File: src/rtl/piso_serializer_pkg.sv
// ----------------------------------------------------------------------------
// piso_serializer_pkg
// Shared definitions for the parallel-in/serial-out serializer family:
//   - piso_state_e : 2-bit FSM state encoding (IDLE, SHIFT, GAP)
//   - cnt_width()  : clog2-based counter width, never narrower than one bit
// No ports (package).
// ----------------------------------------------------------------------------
package piso_serializer_pkg;

    typedef enum logic [1:0] {
        IDLE  = 2'd0,
        SHIFT = 2'd1,
        GAP   = 2'd2
    } piso_state_e;

    // Width needed to count 0..n-1; a one-value counter still gets one bit.
    function automatic int cnt_width(input int n);
        return (n > 1) ? $clog2(n) : 1;
    endfunction

endpackage

File: src/rtl/piso_bit_timer.sv
// ----------------------------------------------------------------------------
// piso_bit_timer
// Counts the clock cycles of one serial bit period and flags its last cycle.
// Shared between the serializer and the matching deserializer.
// Ports:
//   clk_i  - clock, rising edge
//   rst_ni - asynchronous active-low reset
//   clr_i  - synchronous clear; holds the count at zero
//   en_i   - advance the count this cycle
//   tc_o   - high on the last cycle of a bit period (count == BIT_CYCLES-1)
// ----------------------------------------------------------------------------
module piso_bit_timer
    import piso_serializer_pkg::*;
#(
    parameter int BIT_CYCLES = 1
) (
    input  logic clk_i,
    input  logic rst_ni,
    input  logic clr_i,
    input  logic en_i,
    output logic tc_o
);

    localparam int               CYC_W    = cnt_width(BIT_CYCLES);
    localparam logic [CYC_W-1:0] CYC_LAST = CYC_W'(BIT_CYCLES - 1);

    logic [CYC_W-1:0] cyc_q;
    logic [CYC_W-1:0] cyc_d;

    // Next count: cleared, wrapped at the terminal count, or incremented.
    always_comb begin
        cyc_d = cyc_q;
        if (clr_i) begin
            cyc_d = '0;
        end else if (en_i) begin
            if (cyc_q == CYC_LAST) begin
                cyc_d = '0;
            end else begin
                cyc_d = cyc_q + CYC_W'(1);
            end
        end else begin
            cyc_d = cyc_q;
        end
    end

    assign tc_o = en_i && !clr_i && (cyc_q == CYC_LAST);

    // Cycle counter register.
    always_ff @(posedge clk_i or negedge rst_ni) begin
        if (!rst_ni) begin
            cyc_q <= '0;
        end else begin
            cyc_q <= cyc_d;
        end
    end

endmodule

File: src/rtl/piso_serializer.sv
// ----------------------------------------------------------------------------
// piso_serializer
// Accepts one WIDTH-bit word per valid/ready handshake and shifts it out
// LSB-first, each bit held BIT_CYCLES clocks, followed by GAP_CYCLES idle
// clocks. Every output is a flop; nothing passes combinationally from an
// input to an output.
// Ports:
//   clk       - clock, rising edge
//   rst       - asynchronous active-low reset
//   in_data   - parallel word, sampled only on the accepting edge
//   in_valid  - in_data is valid
//   in_ready  - a word can be accepted this cycle
//   ser_out   - serial data, LSB first
//   ser_valid - ser_out carries a data bit this cycle
//   word_done - one-cycle pulse after the last bit of a word
//   busy      - FSM is in SHIFT or GAP
// ----------------------------------------------------------------------------
module piso_serializer
    import piso_serializer_pkg::*;
#(
    parameter int WIDTH      = 4,
    parameter int BIT_CYCLES = 1,
    parameter int GAP_CYCLES = 1
) (
    input  logic             clk,
    input  logic             rst,
    input  logic [WIDTH-1:0] in_data,
    input  logic             in_valid,
    output logic             in_ready,
    output logic             ser_out,
    output logic             ser_valid,
    output logic             word_done,
    output logic             busy
);

    localparam int               IDX_W      = cnt_width(WIDTH);
    localparam int               GAP_W      = cnt_width(GAP_CYCLES + 1);
    localparam logic [IDX_W-1:0] IDX_LAST   = IDX_W'(WIDTH - 1);
    localparam int               GAP_LAST_I = (GAP_CYCLES > 0) ? (GAP_CYCLES - 1) : 0;
    localparam logic [GAP_W-1:0] GAP_LAST   = GAP_W'(GAP_LAST_I);

    piso_state_e      state_q;
    logic [WIDTH-1:0] shreg_q;
    logic [IDX_W-1:0] bit_idx_q;
    logic [GAP_W-1:0] gap_q;
    logic             in_ready_q;
    logic             ser_out_q;
    logic             ser_valid_q;
    logic             word_done_q;
    logic             busy_q;

    logic             bit_tc_s;
    logic             timer_en_s;
    logic             accept_s;

    // The bit timer only runs while shifting and is held at zero otherwise,
    // so every word starts on a fresh bit period.
    assign timer_en_s = (state_q == SHIFT);
    assign accept_s   = (state_q == IDLE) && in_ready_q && in_valid;

    piso_bit_timer #(
        .BIT_CYCLES (BIT_CYCLES)
    ) u_bit_timer (
        .clk_i  (clk),
        .rst_ni (rst),
        .clr_i  (!timer_en_s),
        .en_i   (timer_en_s),
        .tc_o   (bit_tc_s)
    );

    // Main FSM with registered outputs.
    // in_ready stays low on the first cycle after reset release and only
    // rises on the first edge in IDLE, so in_valid held through reset is
    // first honoured on the second edge.
    always_ff @(posedge clk or negedge rst) begin
        if (!rst) begin
            state_q     <= IDLE;
            shreg_q     <= '0;
            bit_idx_q   <= '0;
            gap_q       <= '0;
            in_ready_q  <= 1'b0;
            ser_out_q   <= 1'b0;
            ser_valid_q <= 1'b0;
            word_done_q <= 1'b0;
            busy_q      <= 1'b0;
        end else begin
            word_done_q <= 1'b0;
            case (state_q)
                IDLE: begin
                    if (accept_s) begin
                        shreg_q     <= in_data;
                        bit_idx_q   <= '0;
                        in_ready_q  <= 1'b0;
                        // Bit 0 goes out the very next cycle.
                        ser_out_q   <= in_data[0];
                        ser_valid_q <= 1'b1;
                        busy_q      <= 1'b1;
                        state_q     <= SHIFT;
                    end else begin
                        in_ready_q  <= 1'b1;
                        ser_out_q   <= 1'b0;
                        ser_valid_q <= 1'b0;
                        busy_q      <= 1'b0;
                    end
                end
                SHIFT: begin
                    if (bit_tc_s) begin
                        shreg_q <= {1'b0, shreg_q[WIDTH-1:1]};
                        if (bit_idx_q == IDX_LAST) begin
                            bit_idx_q   <= '0;
                            ser_out_q   <= 1'b0;
                            ser_valid_q <= 1'b0;
                            word_done_q <= 1'b1;
                            if (GAP_CYCLES > 0) begin
                                gap_q   <= '0;
                                state_q <= GAP;
                            end else begin
                                in_ready_q <= 1'b1;
                                busy_q     <= 1'b0;
                                state_q    <= IDLE;
                            end
                        end else begin
                            bit_idx_q <= bit_idx_q + IDX_W'(1);
                            // Present the bit that becomes shreg[0] after this shift.
                            ser_out_q <= shreg_q[1];
                        end
                    end else begin
                        ser_out_q <= shreg_q[0];
                    end
                end
                GAP: begin
                    // The word_done cycle is the first gap cycle.
                    if (gap_q == GAP_LAST) begin
                        gap_q      <= '0;
                        in_ready_q <= 1'b1;
                        busy_q     <= 1'b0;
                        state_q    <= IDLE;
                    end else begin
                        gap_q <= gap_q + GAP_W'(1);
                    end
                end
                default: begin
                    state_q     <= IDLE;
                    in_ready_q  <= 1'b0;
                    ser_out_q   <= 1'b0;
                    ser_valid_q <= 1'b0;
                    busy_q      <= 1'b0;
                end
            endcase
        end
    end

    assign in_ready  = in_ready_q;
    assign ser_out   = ser_out_q;
    assign ser_valid = ser_valid_q;
    assign word_done = word_done_q;
    assign busy      = busy_q;

endmodule

File: config.mk
export PLATFORM = sky130hd
export DESIGN_NAME = piso_serializer
export DESIGN_NICKNAME = d
export VERILOG_FILES = /design/src/rtl/piso_serializer_pkg.sv /design/src/rtl/piso_bit_timer.sv /design/src/rtl/piso_serializer.sv
export SDC_FILE = /design/constraint.sdc
export NUM_CORES = 1
export LEC_CHECK = 0
export ABC_AREA = 1
export CORE_MARGIN = 2
export CORE_UTILIZATION = 40
export DETAILED_ROUTE_END_ITERATION = 16
export PLACE_DENSITY = 0.65
export SYNTH_ARGS = -nofsm -noshare
export SYNTH_HDL_FRONTEND = slang
export SYNTH_SLANG_ARGS = --single-unit
File: constraint.sdc
create_clock -name clk -period 1.7 [get_ports clk]
set_input_delay 0.34 -clock clk [delete_from_list [all_inputs] [get_ports clk]]
set_output_delay 0.34 -clock clk [all_outputs]
set_load 0.02 [all_outputs]
* Word-level counts from Yosys, hierarchy flattened *
Cells that the tools add are included.

cells by class
  add/subtract/negate cells = 3
  eq/ne operators = 7
  mux-type cells = 32
  bitwise gates (word level) = 3
  reduce and logical (&&, ||, !) cells = 11

operators with widths
  operator                                                                  count
  1-bit two-way mux                                                         15
  2-bit two-way mux                                                         7
  1-bit case mux with 3 select lines                                        4
  3-bit AND reduction                                                       3
  4-bit two-way mux                                                         2
  4-bit case mux with 2 select lines                                        1
  2-bit inequality test (second input constant)                             3
  2-bit case mux with 3 select lines                                        1
  2-bit == test (second input constant)                                     2
  2-bit case mux with 2 select lines                                        1
  4-bit AND reduction                                                       1
  2-bit nonzero test                                                        2
  1-bit logical AND                                                         3
  1-bit NOT                                                                 3
  1-bit adder (second input constant)                                       2
  2-bit by 1-bit adder with 2-bit output (second input constant)            1
  2-bit by 1-bit == test with 1-bit output (second input constant)          1
  2-bit logical NOT                                                         1
  2-bit by 1-bit inequality test with 1-bit output (second input constant)  1
  1-bit case mux with 2 select lines                                        1
  2-bit AND reduction                                                       1

word-level totals
  flip-flop bits (word level) = 15
  input port bits = 7
  output and inout bits = 5
  logic and storage cells = 66

* Depth between registers and ports, before layout *
Gate-level depths: netlist of run 1.

  depth after elaboration = 5
  depth in mapped cells = 7
  mapped depth without buffers = 6

* By module *
Synthesis of run 1 repeated with hierarchy kept, for this count alone.

second synthesis, totals
  cell total of the unflattened synthesis = 76
  area, all modules = 634.4 um2

by module, submodules not included
  module           times used  cells each  area each (um2)  seq. area each (um2)
  piso_serializer  1           74          624.3            325.3
  piso_bit_timer   1           2           10.0             0.0

* Worst setup path before layout of run 1 *
No wires, ideal clock.

  kind = flip-flop to flip-flop
  start point = register in_ready_q (netlist: in_ready)
  end point = register shreg_q[1]
  library setup time = 0.116 ns
  arrival = 0.923 ns
  required time = 1.584 ns
  slack = 0.661 ns
  stages on the path, launching flop included = 7
  path buffers = 1
  clock period less this slack = 1.039 ns
  path through = dfrtp_1 -> inv_1 -> nor2_2 -> nand2_1 -> buf_6 -> nand3_1 -> nand2_1

on the way
  word-level cells in the longest chain between the ends = 4

RTL lines
  what                             line                    text
  start: declaration               piso_serializer.sv:46   logic in_ready_q;
  start signal: assignment         piso_serializer.sv:81   in_ready_q <= 1'b0;
  start signal: assignment         piso_serializer.sv:93   in_ready_q <= 1'b0;
  start signal: assignment         piso_serializer.sv:100  in_ready_q <= 1'b1;
  1-bit logical AND (2 in a row)   piso_serializer.sv:59   assign accept_s = (state_q == IDLE) && in_ready_q && in_valid;
  2-bit inequality test (no line)  -
  3-bit AND reduction (no line)    -
  end signal: assignment           piso_serializer.sv:91   shreg_q <= in_data;
  end signal: assignment           piso_serializer.sv:108  shreg_q <= {1'b0, shreg_q[WIDTH-1:1]};
  end: declaration                 piso_serializer.sv:43   logic [WIDTH-1:0] shreg_q;

No other way between the ends.
A chain may end at the register's enable or synchronous reset.

* Final worst setup path of run 1 *
  start point = register ser_valid_q (netlist: ser_valid)
  end point = output port ser_valid

RTL lines
  what                      line                    text
  start: declaration        piso_serializer.sv:48   logic ser_valid_q;
  start signal: assignment  piso_serializer.sv:83   ser_valid_q <= 1'b0;
  start signal: assignment  piso_serializer.sv:96   ser_valid_q <= 1'b1;
  start signal: assignment  piso_serializer.sv:102  ser_valid_q <= 1'b0;
  end: declaration          piso_serializer.sv:31   output logic ser_valid,

No word-level cell between the ends.

==> key figures, run 1 <==
Global route
  • Gr ovfl total: 0
  • Global-route wire length before repair: 1760 microns
  • Largest net degree at the start of global routing: 13
  • Initial antenna violation count: 0
  • Vias in the first global route: 403
  • Total track usage: 12.8%

Worst setup path
  • CP Launch Type: register
  • Family with the most delay on the worst path: buffers and inverters
  • CP bufs+invs: 1
  • Crit-path cells: clkdlybuf4s50_1
  • Critical path required time: 1.36 ns
  • Setup CP Type: reg -> out
  • Crit-path max FO: 2
  • Crit-path slowest cell: clkdlybuf4s50_1
  • Worst EP arrival: 1.23 ns
  • Worst path max stage delay: 0.61 ns
  • Kind of end point of the critical path: output port

Layout
  • Area grow syn2layout: 24.8%
  • Fin nets: 87
  • Register area: 300 sq um
  • Commonest non-fill, non-tap cells in the layout: nand2_1, dfrtp_1, nand3_1, clkdlybuf4s50_1, nor2_1
  • Area occupied by multi-input gates: 211 sq um
  • Fill count: 123
  • Share of cells above drive strength 1: 12.8%
  • Number of diodes: 0
  • Commonest non-fill, non-tap cell in the layout: nand2_1

Timing
  • Final Max Slew Viols: 0
  • # setup viols final: 0
  • Fin crit share: 92.5%
  • Worst-margin pin slew: 0.548 ns
  • Fmax: 636 MHz
  • Final Skew: 0.00187 ns
  • Slew margin rel.: 63.3%
  • Clock period minus worst slack: 1.57 ns
  • Hold Violations, Final: 0
  • RSZ-0062 raised after global routing: false
  • Setup TNS after final layout: 0 ns
  • Minimum hold slack: 0.423 ns

CTS
  • H-tree depth: 1
  • Clock latency on the worst-skew pair: 0.27 ns
  • Clk pin slew, worst setup/hold paths: 0.08 ns
  • Post-CTS resize count: 0
  • Hold Buf Count CTS: 0
  • CTS tree: built
  • Setup Fix Bufs, Post-CTS: 0
  • TritonCTS buffer count: 3
  • Root Buffer: clkbuf_4
  • # clock sinks: 12
  • CTS max path bufs: 2

Power
  • Clk pwr share: 17.8%
  • Logic pwr share: 43.9%
  • Maximum VDD drop: 0.853 mV
  • Pint: 0.760 mW
  • Part of the power in registers: 38.3%
  • Switching Share: 40.4%
  • Leakage Power: 0.372 nW
  • PwrDens: 1820 mW/mm^2
  • Net Sw Power: 0.516 mW

Route
  • DRC errors left: 0
  • Pre-antenna DRT Iters: 4
  • Antenna viol nets, final: 0
  • Via count: 439
  • DR vias/cell: 4.72
  • Per-cell routed wire length: 10.2 microns
  • Wirelength, routed: 948 microns
  • Drt initial violations: 12

Floorplanning
  • Die Wd: 41.4 microns
  • Core area: 0.00130 sq mm
  • Starting Density: 43.1%
  • DIE AREA: 0.00172 sq mm
  • Io pins: 12
  • Die H: 41.4 microns
  • FP Rows: 13

Placed design
  • Post-DP HPWL: 704 microns
  • Placer Congestion: 0.766
  • PortBufs: 11

Synthesis
  • Synth Net Count: 73
  • Mapped cell area: 561 sq um
  • Synth Register Bits: 12
  • Sequential area share after synthesis: 53.6%
  • Yosys Warn Count: 0
  • Post-Synthesis Cells: 65
  • Count of different cell masters after synthesis: 13
  • Synthesized area per cell: 8.62 sq um

Outcome
  • Status: finished clean

Flow run
  • Max cap viols: 0

Min path
  • Hold Crit Class: in -> async
-- metal layers --
| metal | routed length [microns] | vias up | global-route usage, % | share of wire (%) |
|---|---|---|---|---|
| met5 | 0 | - | 0 | 0 |
| li1 | - | 225 | - | - |
| met4 | 6 | 0 | 3.87 | 0.63 |
| met1 | 487 | 200 | 20.3 | 51 |
| met3 | 42 | 2 | 3.04 | 4.4 |
| met2 | 412 | 12 | 16.9 | 43 |
-- logic make-up (layout without fill, tap and decap cells) --
logic type,count (synthesis),count (layout),synth area share [%]
AND/OR/NAND/NOR,44,44,35.5
flip-flops,12,12,53.6
adder cells (fa/ha/maj),1,1,2.23
buffers and inverters,8,21,8.70
-- power groups by stage --
stage | Sequential, mW | Clock (mW) | Combinational (mW)
final | 0.489 | 0.227 | 0.560
after global routing | 0.503 | 0.251 | 0.639
after CTS | 0.490 | 0.233 | 0.568
after detailed placement | 0.495 | 0 | 0.564
after global placement | 0.496 | 0 | 0.561
after floorplan | 0.538 | 0 | 0.399
-- registers in the layout, summed over array words and instances (netlist names) --
signal and cells:
shreg_q 3, word_done 1, state_q 2, bit_idx_q 2, ser_valid 1, ser_out 1
busy 1, in_ready 1
-- through the flow --
stage               worst slack [ns]  instance area, sq um  util (%)  total power, mW  cells
floorplan                      0.661                   561         -            0.937     65
detailed placement             0.188                   663      51.0             1.06     89
global placement               0.211                   663      51.0             1.06     89
finish                         0.128                   699      53.8             1.28     93
CTS                            0.120                   699      53.8             1.29     93
global route                  0.0708                   699      53.8             1.39     93
-- layout make-up --
| type | instances | share of cell area (%) |
|---|---|---|
| flip-flops and latches | 12 | 42.9 |
| well taps | 15 | 2.68 |
| repair buffers | 11 | 15.7 |
| inverters | 6 | 3.22 |
| clock buffers | 4 | 5.19 |
| multi-input cells | 45 | 30.2 |
-- path summary, 6_finish.rpt --
path	depth (start not counted)	slack, ns	end	start
hold reg to reg	2	0.48	busy$_DFFE_PN0N_	busy$_DFFE_PN0N_
min in group clk	2	0.48	busy$_DFFE_PN0N_	busy$_DFFE_PN0N_
max in group asynchronous	1	0.92	shreg_q[1]$_DFFE_PN0P_	rst
setup / recovery	1	0.13	ser_valid	ser_valid$_DFFE_PN0P_
hold / removal	1	0.42	bit_idx_q[1]$_DFFE_PN0P_	rst
setup reg to reg	5	0.48	shreg_q[1]$_DFFE_PN0P_	state_q[1]$_DFFE_PN0P_
-- Yosys cell counts --
library cell / count / area [sq um]
nand2_1: 23 / 86.3
dfrtp_1: 12 / 300
nand3_1: 11 / 55.1
nor2_1: 6 / 22.5
inv_1: 4 / 15.0
inv_2: 2 / 7.51
buf_6: 1 / 11.3
buf_8: 1 / 15.0
ha_1: 1 / 12.5
nand2_2: 1 / 6.26
nand2_4: 1 / 11.3
nor2_2: 1 / 6.26
nor2_4: 1 / 11.3
Note: power is estimated with default switching activity, not from simulation.
==> run 2: changes to the inputs <==
--- a/config.mk
+++ b/config.mk
@@ -8,6 +8,7 @@
 export ABC_AREA = 1
 export CORE_MARGIN = 2
 export CORE_UTILIZATION = 40
+export CTS_CLUSTER_DIAMETER = 40
 export DETAILED_ROUTE_END_ITERATION = 16
 export PLACE_DENSITY = 0.65
 export SYNTH_ARGS = -nofsm -noshare
==> results of run 2 <==
Same layout as run 1: the final DEF is identical, and so are final timing and power.
==> run 3: changes to the inputs <==
--- a/config.mk
+++ b/config.mk
@@ -10,6 +10,7 @@
 export CORE_UTILIZATION = 40
 export CTS_CLUSTER_DIAMETER = 40
 export DETAILED_ROUTE_END_ITERATION = 16
+export HOLD_SLACK_MARGIN = 0.06
 export PLACE_DENSITY = 0.65
 export SYNTH_ARGS = -nofsm -noshare
 export SYNTH_HDL_FRONTEND = slang
==> results of run 3 <==
Same layout as run 1: the final DEF is identical, and so are final timing and power.
